--- src/rtl/spi_byte_phy_pkg.sv ---
// Shared types and constants for the byte-level SPI master PHY.
package spi_byte_phy_pkg;

    typedef enum logic [2:0] {
        ST_IDLE     = 3'd0,
        ST_ASSERT   = 3'd1,
        ST_SHIFT    = 3'd2,
        ST_GAP      = 3'd3,
        ST_DEASSERT = 3'd4
    } spi_state_e;

    localparam int unsigned SPI_BYTE_W     = 8;
    localparam int unsigned SPI_HALF_TICKS = 16;

endpackage

--- src/rtl/spi_byte_phy_clk_div.sv ---
// Half-period tick generator: pulses every CLK_DIV enabled cycles, restartable via clr.
module spi_clk_div #(
    parameter int unsigned CLK_DIV = 4
) (
    input  logic clk,
    input  logic reset,
    input  logic clr,
    input  logic en,
    output logic tick
);

    localparam logic [7:0] DIV_LAST = 8'(CLK_DIV - 1);

    logic [7:0] cnt_q;
    logic [7:0] cnt_d;

    assign tick = en && (cnt_q == DIV_LAST);

    always_comb begin
        cnt_d = cnt_q;
        if (clr || !en || tick) begin
            cnt_d = '0;
        end else begin
            cnt_d = cnt_q + 8'd1;
        end
    end

    always_ff @(posedge clk or negedge reset) begin
        if (!reset) begin
            cnt_q <= '0;
        end else begin
            cnt_q <= cnt_d;
        end
    end

endmodule

--- src/rtl/spi_byte_phy.sv ---
// Byte-level SPI master PHY, mode 0, MSB first; chip select held low across
// chained bytes until a byte tagged last completes or cs_release is pulsed.
module spi_byte_phy
    import spi_byte_phy_pkg::*;
#(
    parameter int unsigned CLK_DIV = 4
) (
    input  logic       clk,
    input  logic       reset,
    input  logic       start,
    input  logic       last,
    input  logic [7:0] din,
    input  logic       cs_release,
    output logic [7:0] dout,
    output logic       dout_valid,
    output logic       busy,
    input  logic       sdi,
    output logic       sdo,
    output logic       clk_out,
    output logic       cs
);

    localparam logic [3:0] LAST_HALF = 4'(SPI_HALF_TICKS - 1);

    spi_state_e state_q, state_d;
    logic [SPI_BYTE_W-1:0] tx_q, tx_d;
    logic [SPI_BYTE_W-1:0] rx_q, rx_d;
    logic [SPI_BYTE_W-1:0] dout_q, dout_d;
    logic [3:0] bit_cnt_q, bit_cnt_d;
    logic last_q, last_d;
    logic dout_valid_q, dout_valid_d;
    logic busy_q, busy_d;
    logic clk_out_q, clk_out_d;
    logic cs_q, cs_d;
    logic tick;
    logic div_en;
    logic div_clr;

    spi_clk_div #(
        .CLK_DIV(CLK_DIV)
    ) u_clk_div (
        .clk  (clk),
        .reset(reset),
        .clr  (div_clr),
        .en   (div_en),
        .tick (tick)
    );

    assign div_en  = (state_q == ST_ASSERT) || (state_q == ST_SHIFT) ||
                     (state_q == ST_DEASSERT);
    assign div_clr = (state_d != state_q);

    always_comb begin
        state_d      = state_q;
        tx_d         = tx_q;
        rx_d         = rx_q;
        dout_d       = dout_q;
        bit_cnt_d    = bit_cnt_q;
        last_d       = last_q;
        dout_valid_d = 1'b0;

        case (state_q)
            ST_IDLE: begin
                if (start) begin
                    tx_d    = din;
                    last_d  = last;
                    state_d = ST_ASSERT;
                end
            end
            ST_ASSERT: begin
                if (tick) begin
                    bit_cnt_d = '0;
                    state_d   = ST_SHIFT;
                end
            end
            ST_SHIFT: begin
                if (tick) begin
                    bit_cnt_d = bit_cnt_q + 4'd1;
                    if (!clk_out_q) begin
                        rx_d = {rx_q[SPI_BYTE_W-2:0], sdi};
                    end else if (bit_cnt_q != LAST_HALF) begin
                        tx_d = {tx_q[SPI_BYTE_W-2:0], 1'b0};
                    end
                    // Final falling edge: keep bit 0 on sdo and hand the byte up.
                    if (bit_cnt_q == LAST_HALF) begin
                        dout_d       = rx_q;
                        dout_valid_d = 1'b1;
                        state_d      = last_q ? ST_DEASSERT : ST_GAP;
                    end
                end
            end
            ST_GAP: begin
                if (start) begin
                    tx_d      = din;
                    last_d    = last;
                    bit_cnt_d = '0;
                    state_d   = ST_SHIFT;
                end else if (cs_release) begin
                    state_d = ST_DEASSERT;
                end
            end
            ST_DEASSERT: begin
                if (tick) begin
                    state_d = ST_IDLE;
                end
            end
            default: begin
                state_d = ST_IDLE;
            end
        endcase

        clk_out_d = 1'b0;
        if (state_d == ST_SHIFT) begin
            clk_out_d = clk_out_q ^ ((state_q == ST_SHIFT) && tick);
        end
        cs_d   = (state_d == ST_IDLE);
        busy_d = (state_d == ST_ASSERT) || (state_d == ST_SHIFT) ||
                 (state_d == ST_DEASSERT);
    end

    always_ff @(posedge clk or negedge reset) begin
        if (!reset) begin
            state_q      <= ST_IDLE;
            tx_q         <= '0;
            rx_q         <= '0;
            dout_q       <= '0;
            bit_cnt_q    <= '0;
            last_q       <= 1'b0;
            dout_valid_q <= 1'b0;
            busy_q       <= 1'b0;
            clk_out_q    <= 1'b0;
            cs_q         <= 1'b1;
        end else begin
            state_q      <= state_d;
            tx_q         <= tx_d;
            rx_q         <= rx_d;
            dout_q       <= dout_d;
            bit_cnt_q    <= bit_cnt_d;
            last_q       <= last_d;
            dout_valid_q <= dout_valid_d;
            busy_q       <= busy_d;
            clk_out_q    <= clk_out_d;
            cs_q         <= cs_d;
        end
    end

    assign sdo        = tx_q[SPI_BYTE_W-1];
    assign dout       = dout_q;
    assign dout_valid = dout_valid_q;
    assign busy       = busy_q;
    assign clk_out    = clk_out_q;
    assign cs         = cs_q;

endmodule

--- config.mk ---
export PLATFORM = sky130hd
export DESIGN_NAME = spi_byte_phy
export DESIGN_NICKNAME = d
export VERILOG_FILES = /design/src/rtl/spi_byte_phy_pkg.sv /design/src/rtl/spi_byte_phy_clk_div.sv /design/src/rtl/spi_byte_phy.sv
export SDC_FILE = /design/constraint.sdc
export NUM_CORES = 1
export LEC_CHECK = 0
export BUFFER_PORTS_ARGS = -buffer_cell sky130_fd_sc_hd__buf_2
export CORE_MARGIN = 4
export CORE_UTILIZATION = 61
export DETAILED_ROUTE_END_ITERATION = 8
export PLACE_DENSITY = 0.83
export SLEW_MARGIN = 10
export SYNTH_ARGS = -nofsm -noshare
export SYNTH_HDL_FRONTEND = slang
export SYNTH_SLANG_ARGS = --single-unit
export TNS_END_PERCENT = 1
--- constraint.sdc ---
create_clock -name clk -period 3.45 [get_ports clk]
set_clock_uncertainty 0.1 [all_clocks]
set_input_delay 0.1725 -clock clk [delete_from_list [all_inputs] [get_ports clk]]
set_output_delay 0.1725 -clock clk [all_outputs]
set_load 0.1 [all_outputs]
* Word level (Yosys, flattened, before mapping)
Cells that the tools add are included.
** Operators by class
- $add $sub $neg :: 2
- Bitwise gates (word level) :: 2
- Equal/unequal tests :: 17
- Muxes and demuxes :: 23
- Reductions and logical operators :: 19
** Operators by type and width (number)
- two-way mux 8 bit :: 5
- two-way mux 3 bit :: 8
- case mux 8 bit (2 select lines) :: 1
- case mux 3 bit (5 select lines) :: 1
- two-way mux 4 bit :: 3
- case mux 4 bit (3 select lines) :: 1
- equality test 3 x 2 -> 1 bit (second input constant) :: 3
- adder 8 x 1 -> 8 bit (second input constant) :: 1
- equality test 8 x 2 -> 1 bit (second input constant) :: 1
- != test 2 bit (second input constant) :: 4
- equality test 3 x 1 -> 1 bit (second input constant) :: 2
- equality test 3 bit (second input constant) :: 2
- zero test 3 bit :: 2
- logical OR 1 bit :: 6
- AND reduction 3 bit :: 2
- AND reduction 5 bit :: 1
- adder 4 x 1 -> 4 bit (second input constant) :: 1
- equality test 4 bit (second input constant) :: 1
- two-way mux 1 bit :: 4
- != test 2 x 1 -> 1 bit (second input constant) :: 2
- != test 4 bit (second input constant) :: 1
- AND reduction 4 bit :: 1
- != test 3 bit :: 1
- nonzero test 3 bit :: 1
- other kinds (7) :: 8
** Word-level totals
- Logic and storage cells :: 74
- Bits of input ports :: 14
- Output and inout bits :: 13
- Bits in registers :: 44

* Logic depth before layout (Yosys ltp)
Gate-level depths: netlist of the first run.
- Depth in word-level cells :: 10
- Depth in mapped cells :: 7

* Hierarchy
From an unflattened synthesis of the first run, not the netlist that was laid out.
** Unflattened totals
- Cells, all modules :: 186
- Area total of the unflattened synthesis :: 2107.0 µm²
** Modules (own cells, without submodules)
- spi_byte_phy :: sequential area each 902.1 µm², cells an instance 146, area each 1709.1 µm², instances 1
- spi_clk_div :: sequential area each 200.2 µm², cells an instance 40, area each 397.9 µm², instances 1

* Worst setup path after synthesis of the first run
Ideal clock, no wire load.
- Path type :: reg2reg
- From :: reg u_clk_div.cnt_q[0]
- To :: reg rx_q[0]
- Stages on the path, launching flop included :: 6
- Period minus slack after synthesis :: 1.912 ns
- Required time :: 3.225 ns
- Setup time :: 0.125 ns
- Arrival time :: 1.688 ns
- Path buffers :: 0
- Slack :: 1.538 ns
- Cell sequence :: dfrtp_1 -> ha_1 -> nor4b_4 -> nand2_2 -> nor3_4 -> mux2_2
** Between the ends
- Word-level cells in the longest chain between the ends :: 3
** RTL lines
- start, declared :: RTL line spi_byte_phy_clk_div.sv:14 : logic [7:0] cnt_q;
- start signal, assigned :: RTL line spi_byte_phy_clk_div.sv:32 : cnt_q <= cnt_d;
- equality test 8 x 2 -> 1 bit :: RTL line spi_byte_phy_clk_div.sv:17 : assign tick = en && (cnt_q == DIV_LAST);
- logical AND 1 bit :: RTL line spi_byte_phy_clk_div.sv:17
- AND reduction 3 bit (no source line)
- end signal, assigned :: RTL line spi_byte_phy.sv:136 : rx_q <= rx_d;
- end, declared :: RTL line spi_byte_phy.sv:27 : logic [SPI_BYTE_W-1:0] rx_q, rx_d;
Every way passes these cells.
A chain may end at the register's enable or synchronous reset.

* Final worst setup path of the first run
- From :: reg state_q[1]
- To :: reg tx_q[0]
** Between the ends
- Word-level cells in the longest chain between the ends :: 6
- Elaborated cells between the ends (all ways) :: 16
- Classes of those cells :: 8 x eq/ne; 1 x mux; 7 x reduce/logical
** RTL lines
- start, declared :: RTL line spi_byte_phy.sv:25 : spi_state_e state_q, state_d;
- start signal, assigned :: RTL line spi_byte_phy.sv:134 : state_q <= state_d;
- equality test 3 x 1 -> 1 bit or equality test 3 x 2 -> 1 bit (tied branches) :: RTL line spi_byte_phy.sv:49, spi_byte_phy.sv:62
- logical OR 1 bit (2 in series) :: RTL line spi_byte_phy.sv:49 : assign div_en = (state_q == ST_ASSERT) || (state_q == ST_SHIFT) ||
- logical AND 1 bit :: RTL line spi_byte_phy_clk_div.sv:17
- != test 2 bit (no source line)
- AND reduction 5 bit (no source line)
- end signal, assigned :: RTL line spi_byte_phy.sv:135 : tx_q <= tx_d;
- end, declared :: RTL line spi_byte_phy.sv:26 : logic [SPI_BYTE_W-1:0] tx_q, tx_d;
Several ways; a longest one is shown, not always the timed one.

==> flow_summary.toml, run 1 <==
[run_status]
result_of_the_run = "finished clean"

[drt]
routedWlPerCell_um = 15.2
detailedRoute.firstPassIterationCount = 4
via_count = 1330
drcViolationCount = 0
initialDrtViolationCount = 50
totalWireLength_um = 3680
vias_per_cell = 5.50
route.antenna.remaining_nets = 0

[grt]
grt_use_met2 = 0.327
grt_pass1_vias = 1388
grt.overflow.total = 0
global_route.peak_usage_layer = "met2"
gr-usage-met1 = 0.233
groute.layer.met3.usage = 0.0632
grt_pass1_wl_um = 6300
antenna_found_initial = 0
grt.total_usage = 0.196
largest_net_degree_at_the_start_of_global_routing = 45

[worst_setup_path]
critical_path.max_stage_delay_ns = 0.78
crit_family = "simple AND/OR/NAND/NOR gates"
path_cells = "xor2_1 > nor2_1 > a32o_4 > nand3_1 > o21ai_0"
worstSetupPathDepth = 5
worstPathBufferInverterCount = 0
worst-endpoint-arrival_ns = 2.39
ff2ff_path_depth = 5
critical_path.slowest_cell = "nor2_1"
setup.worst_path.start_class = "flop"
path_max_fanout = 16
critical_path.endpoint_type = "flop"
cp_data_required_time_ns = 3.62
timing.setup.critical_path_class = "reg -> reg"

[logic_synthesis]
avgSynthCellArea_um2 = 12.2
netlist.top_cell.by_area = "dfrtp_1"
synth_seq_cells = 44
synthesis.nets = 182
synth_top_area_share = 0.532
post_synth_num_cell_types = 38
netlist_top_cells_area = "dfrtp_1 53%, mux2_2 11%, mux2i_1 4.5%"
yosys-top-cells-count = "43 x dfrtp_1, 19 x mux2_2, 19 x nor2_1"
post_synth_instance_area_um2 = 2020
number_of_synthesized_flops_with_an_enable_pin = 0
most_frequent_cell_after_synthesis = "dfrtp_1"
synth-async-reset-ratio = 1.00
synthesis.yosys.warnings = 0
synth_sequential_area_ratio = 0.545
synthFlopType = "dfrtp_1"
postSynthCellCount = 166

[die]
floorplan.die.width_um = 65.6
standard_cell_rows = 20
pin_count = 27
die_height_um = 65.6
floorplan.die_area_um2 = 4300
initial_utilization = 0.652
placeableCoreArea_um2 = 3100

[placed_design]
placement.cell_area_um2 = 2160
port_buffers = 26
dp_hpwl_um = 2720
final_wtd_congestion = 0.833

[clock_tree]
clk_transition_reported_paths_ns = 0.12
htree_levels = 2
clock_latency_ns = 0.35
clk_path_buf_depth = 2
cts_tree = "built"
clockRootBuffer = "clkbuf_4"
cts.sinks = 44
cts-buffers-inserted = 5

[sta]
setup_violations = 0
max_slew.worst_pin.slew_ns = 1.02
slew_headroom = 0.318
setup-tns-final_ns = 0
achievable-frequency_mhz = 450
hold_violations = 0
final_period_utilization = 0.644
rsz0062_at_grt = "false"
max_slew_violation_count = 0
finalCriticalPeriod_ns = 2.22

[pwr]
static-leakage-power_uw = 0.00108
clock_power_share = 0.147
internal_power_uw = 956
net-switching-power_uw = 611
sequentialPowerShare = 0.503
vdd_ir_drop_max_mv = 0.593
pwr-share-comb = 0.350
post-layout-total-power_uw = 1570
p_per_area_nw_per_um2 = 697
power_switching_share = 0.390

[final_layout]
post_route_cells_drive_above_1_share = 0.318
final_layout_net_count = 213
post-route-cell-area_um2 = 2250
layout-area-overhead-vs-synth_pct = 11.2
final_core_utilization = 0.725
seqCellArea_um2 = 1100
n_antenna_cell = 0
fillerInstances = 239
total_area_of_multi_input_combinational_cells_um2 = 853

[worst_hold_path]
hold-path-cell-count = 3
min_path_type = "in -> reg"

[run]
max_cap_violation_count = 0
[registers in the layout, summed over array words and instances (netlist names)]
register / count
clk_out: 1
dout_valid: 1
last_q: 1
cs: 1
bit_cnt_q: 4
busy: 1
tx_q: 8
rx_q: 8
u_clk_div.cnt_q: 8
dout: 8
state_q: 3
[final timing paths]
check | start | end | slack (ns)
worst max-delay path | state_q[1] | tx_q[0] | 1.23
worst min-delay path | din[7] | tx_q[7] | 0.02
worst max register to register | state_q[1] | tx_q[0] | 1.23
worst min register to register | bit_cnt_q[3] | bit_cnt_q[3] | 0.40
max in group asynchronous | reset | tx_q[4] | 2.28
min in group asynchronous | reset | u_clk_div.cnt_q[2] | 0.38
[kinds of logic (layout without fill, tap and decap cells)]
kind of cell,count (synthesis),after routing,synth area share
AO/OA/AOI/OAI,23,23,0.0779
XOR/XNOR,7,7,0.0303
adder cells (fa/ha/maj),2,2,0.0124
buffers and inverters,11,43,0.0334
flip-flops,44,44,0.545
multiplexers,28,28,0.150
AND/OR/NAND/NOR,51,51,0.151
[power by group through the flow]
stage | combinational, µW | clock, µW | sequential (µW)
after floorplan | 329 | 0 | 886
final | 548 | 231 | 789
after detailed placement | 551 | 0 | 797
after global placement | 521 | 0 | 784
after CTS | 555 | 240 | 788
after global routing | 606 | 262 | 813
[area by class of cell]
class / count / area share
Clock buffer: 7 / 0.0200
Multi-Input combinational cell: 111 / 0.379
Timing Repair Buffer: 30 / 0.0756
Tap cell: 44 / 0.0245
Inverter: 5 / 0.00834
Clock inverter: 1 / 0.00222
Sequential cell: 44 / 0.490
[cells in the final DEF (no fill, tap or decap), types with 3 or more instances in the layout]
cell | Yosys | layout
dfrtp_1 | 43 | 43
buf_2 | 3 | 26
nor2_1 | 19 | 19
mux2_2 | 19 | 19
nand3_1 | 10 | 10
a21oi_1 | 9 | 9
mux2i_1 | 9 | 9
o21ai_0 | 6 | 6
xor2_1 | 6 | 6
inv_1 | 5 | 5
clkbuf_4 | 0 | 5
dlygate4sd3_1 | 0 | 4
and3_1 | 3 | 3
[per-layer routing]
metal | part of all wire | up-vias
met5 | 0 | -
met4 | 0.027 | 0
met3 | 0.038 | 13
met2 | 0.51 | 23
met1 | 0.43 | 648
li1 | - | 646
[through the flow]
| stage | cells | setup slack, ns | hold slack [ns] |
|---|---|---|---|
| finish | 242 | 1.23 | 0.0220 |
| floorplan | 166 | 1.54 | -0.223 |
| global placement | 230 | 1.35 | 0.251 |
| CTS | 242 | 1.23 | 0.0161 |
| detailed placement | 230 | 1.27 | 0.264 |
| global route | 242 | 0.999 | 0.0265 |
[timing repair]
item	in CTS	in global routing
setup buffers	0	0
hold buffers	4	0
endpoints found under the hold margin	46	0
resized for setup	0	0
[worst reg2reg max path, cell delays in order (launching register included)]
cell     delay [ns]
dfrtp_1        0.48
xor2_1         0.20
nor2_1         0.78
a32o_4         0.37
nand3_1        0.10
o21ai_0        0.11
(Power assumes the default switching activity.)
==> run 2: changes to the inputs <==
--- a/config.mk
+++ b/config.mk
@@ -5,11 +5,12 @@
 export SDC_FILE = /design/constraint.sdc
 export NUM_CORES = 1
 export LEC_CHECK = 0
+export ABC_AREA = 1
 export BUFFER_PORTS_ARGS = -buffer_cell sky130_fd_sc_hd__buf_2
 export CORE_MARGIN = 4
-export CORE_UTILIZATION = 61
+export CORE_UTILIZATION = 51
 export DETAILED_ROUTE_END_ITERATION = 8
-export PLACE_DENSITY = 0.83
+export PLACE_DENSITY = 0.74
 export SLEW_MARGIN = 10
 export SYNTH_ARGS = -nofsm -noshare
 export SYNTH_HDL_FRONTEND = slang
==> constraint.sdc (replaced) <==
create_clock -name clk -period 1.9 [get_ports clk]
set_clock_uncertainty 0.1 [all_clocks]
set_input_delay 0.095 -clock clk [delete_from_list [all_inputs] [get_ports clk]]
set_output_delay 0.095 -clock clk [all_outputs]
set_load 0.1 [all_outputs]
==> run 2 against run 1 <==
Sequential share of layout area decreased by 4.7 points. Global-route usage decreased by 2.6 points. Flip-flop and latch count unchanged. Wire length increased by 6.8%. Core utilization decreased by 7.0 points. Fmax increased by 28%. Non-clock buffer count increased by 6. Cell count increased by 35%. Die area increased by 20%. Worst hold slack got worse by 0.0099 ns. Critical path type unchanged. Critical endpoint is now u_clk_div.cnt_q[4]. Largest power group unchanged.
==> flow_summary.toml, run 2 <==
[drt]
totalWireLength_um = 3940
vias_per_cell = 4.98
route.antenna.remaining_nets = 0
wl_met2_um = 1890
initialDrtViolationCount = 76
detailroute.wirelength.met3_um = 148
routedWlPerCell_um = 12.0
via_count = 1629
dr.max_layer_used = "met4"
met1Wirelength_um = 1860
detailedRoute.firstPassIterationCount = 4
drcViolationCount = 0

[logic_synthesis]
post_synth_instance_area_um2 = 2080
netlist.top_cell.by_area = "dfrtp_1"
post_synth_num_cell_types = 28
synth-async-reset-ratio = 1.00
synthFlopType = "dfrtp_1"
most_frequent_cell_after_synthesis = "nand2_1"
number_of_synthesized_flops_with_an_enable_pin = 0
synthesis.nets = 254
netlist_top_cells_area = "dfrtp_1 52%, nand2_1 11%, o21ai_0 4.8%"
synthesis.yosys.warnings = 0
postSynthCellCount = 238
synth_sequential_area_ratio = 0.529
yosys-top-cells-count = "60 x nand2_1, 43 x dfrtp_1, 26 x inv_1"
synth_seq_cells = 44
synth_top_area_share = 0.516
avgSynthCellArea_um2 = 8.76

[sta]
slew_headroom = 0.644
finalCriticalPeriod_ns = 1.74
setup_violations = 0
rsz0062_at_grt = "false"
final_period_utilization = 0.913
final.setup.worst_slack_ns = 0.165
hold_violations = 0
max_slew.worst_pin.slew_ns = 0.534
setup-tns-final_ns = 0
max_slew_violation_count = 0
achievable-frequency_mhz = 576

[grt]
largest_net_degree_at_the_start_of_global_routing = 24
grt.total_usage = 0.170
grt_pass1_vias = 1647
grt_pass1_wl_um = 6950
grt.overflow.total = 0
antenna_found_initial = 0

[clock_tree]
clockRootBuffer = "clkbuf_8"
htree_levels = 2
clk_path_buf_depth = 2
cts.repair_timing.setup_buffer_count = 0
cts.sinks = 44
clock_latency_ns = 0.30
clk_transition_reported_paths_ns = 0.08
cts_tree = "built"
cts-buffers-inserted = 5

[die]
floorplan.die.width_um = 71.9
floorplan.die_area_um2 = 5170
standard_cell_rows = 22
pin_count = 27
die_height_um = 71.9
initial_utilization = 0.549
placeableCoreArea_um2 = 3800

[run]
max_cap_violation_count = 0

[worst_setup_path]
cp_data_required_time_ns = 1.97
timing.setup.critical_path_class = "reg -> reg"
critical_path.max_stage_delay_ns = 0.37
worst-endpoint-arrival_ns = 1.80
ff2ff_path_depth = 6
worst_r2r_startpoint = "u_clk_div.cnt_q[0]"
setup.worst_path.start_class = "flop"
r2r-end = "u_clk_div.cnt_q[4]"
critical_path.slowest_cell = "dfrtp_1"
path_max_fanout = 8
worstPathBufferInverterCount = 1
path_cells = "ha_1 > nand3_1 > nor2_4 > buf_4 > o21a_1 > nor3b_1"
reg2reg_setup_slack_ns = 0.16
crit_family = "simple AND/OR/NAND/NOR gates"
critical_path.endpoint_type = "flop"

[final_layout]
post_route_cells_drive_above_1_share = 0.197
n_antenna_cell = 0
layout-area-overhead-vs-synth_pct = 19.3
commonest_cells_after_routing_fill_and_taps_aside = "60 x nand2_1, 43 x dfrtp_1, 26 x inv_1, 26 x buf_2"
layout.cells.most_common = "nand2_1"
final_layout_net_count = 294
post-route-cell-area_um2 = 2490

[worst_hold_path]
min_path_type = "in -> reg"
hold-path-cell-count = 3
hold_path_startpoint = "start"
min_delay_worst_endpoint = "last_q"

[placed_design]
placement.cell_area_um2 = 2280
dp_hpwl_um = 2850
final_wtd_congestion = 0.876
minimum_setup_slack_after_placement_ns = 0.122
port_buffers = 26

[pwr]
static-leakage-power_uw = 0.00126
p_per_area_nw_per_um2 = 1240
vdd_ir_drop_max_mv = 0.601

[run_status]
result_of_the_run = "finished clean"
## run 2: how the worst max path moves through the flow
stage | depth (start not counted) | start | slack (ns) | to
2_1_floorplan | 6 | clk_out | 0.09 | tx_q[7]
3_3_place_gp | 6 | u_clk_div.cnt_q[0] | 0.17 | u_clk_div.cnt_q[4]
3_5_place_dp | 5 | u_clk_div.cnt_q[0] | 0.12 | rx_q[5]
4_1_cts | 7 | u_clk_div.cnt_q[0] | 0.10 | clk_out
5_1_grt | 7 | u_clk_div.cnt_q[0] | 0.05 | tx_q[2]
6_report | 6 | u_clk_div.cnt_q[0] | 0.16 | u_clk_div.cnt_q[4]
## run 2: metrics by stage
| step | power (µW) | cells | util | hold WS [ns] |
|---|---|---|---|---|
| after floorplan | 2140 | 238 | - | -0.301 |
| final | 3090 | 327 | 0.655 | 0.0121 |
| after CTS | 3110 | 327 | 0.650 | 0.00230 |
| after global placement | 2340 | 312 | 0.601 | 0.00254 |
| after global routing | 3320 | 327 | 0.655 | 0.00907 |
| after detailed placement | 2370 | 312 | 0.601 | 0.0109 |
## run 2: what timing repair did
item / 4_1_cts / 5_1_grt
hold buffers: 7 / 0
resized for setup: 0 / 3
endpoints found under the setup margin: 0 / 11
hold endpoints to repair: 27 / 0
## run 2: layout make-up
| class | count | area (µm²) |
|---|---|---|
| Clock buffer | 5 | 68.8 |
| Clock inverter | 3 | 46.3 |
| Fill cell | 316 | 1310 |
| Inverter | 28 | 105 |
| Multi-Input combinational cell | 163 | 870 |
| Sequential cell | 44 | 1100 |
| Tap cell | 48 | 60.1 |
| Timing Repair Buffer | 36 | 235 |
## run 2: tightest hold or removal path, delay by kind of cell
kind	cells	cell delay (ns)
AND/OR/NAND/NOR	1	0.08
buffers and inverters	1	0.13
AO/OA/AOI/OAI	1	0.06
## run 2: metal layers
| layer | global-route usage | up-vias |
|---|---|---|
| met4 | 0.0564 | 0 |
| li1 | - | 849 |
| met3 | 0.0443 | 5 |
| met5 | 0 | - |
| met2 | 0.282 | 29 |
| met1 | 0.217 | 746 |
## run 2: report_power, final
part           leakage, µW  internal (µW)  switching, µW
clock network    0.0000548            396            318
logic             0.000625            356            781
registers         0.000585           1120            120
## run 2: cells by family (layout without fill, tap and decap cells)
family / Yosys count / count (layout) / synth area share
AND/OR/NAND/NOR: 116 / 116 / 0.262
flip-flops: 44 / 44 / 0.529
AO/OA/AOI/OAI: 36 / 36 / 0.0918
buffers and inverters: 31 / 72 / 0.0636
multiplexers: 7 / 7 / 0.0336
adder cells (fa/ha/maj): 2 / 2 / 0.0120
XOR/XNOR: 2 / 2 / 0.00840
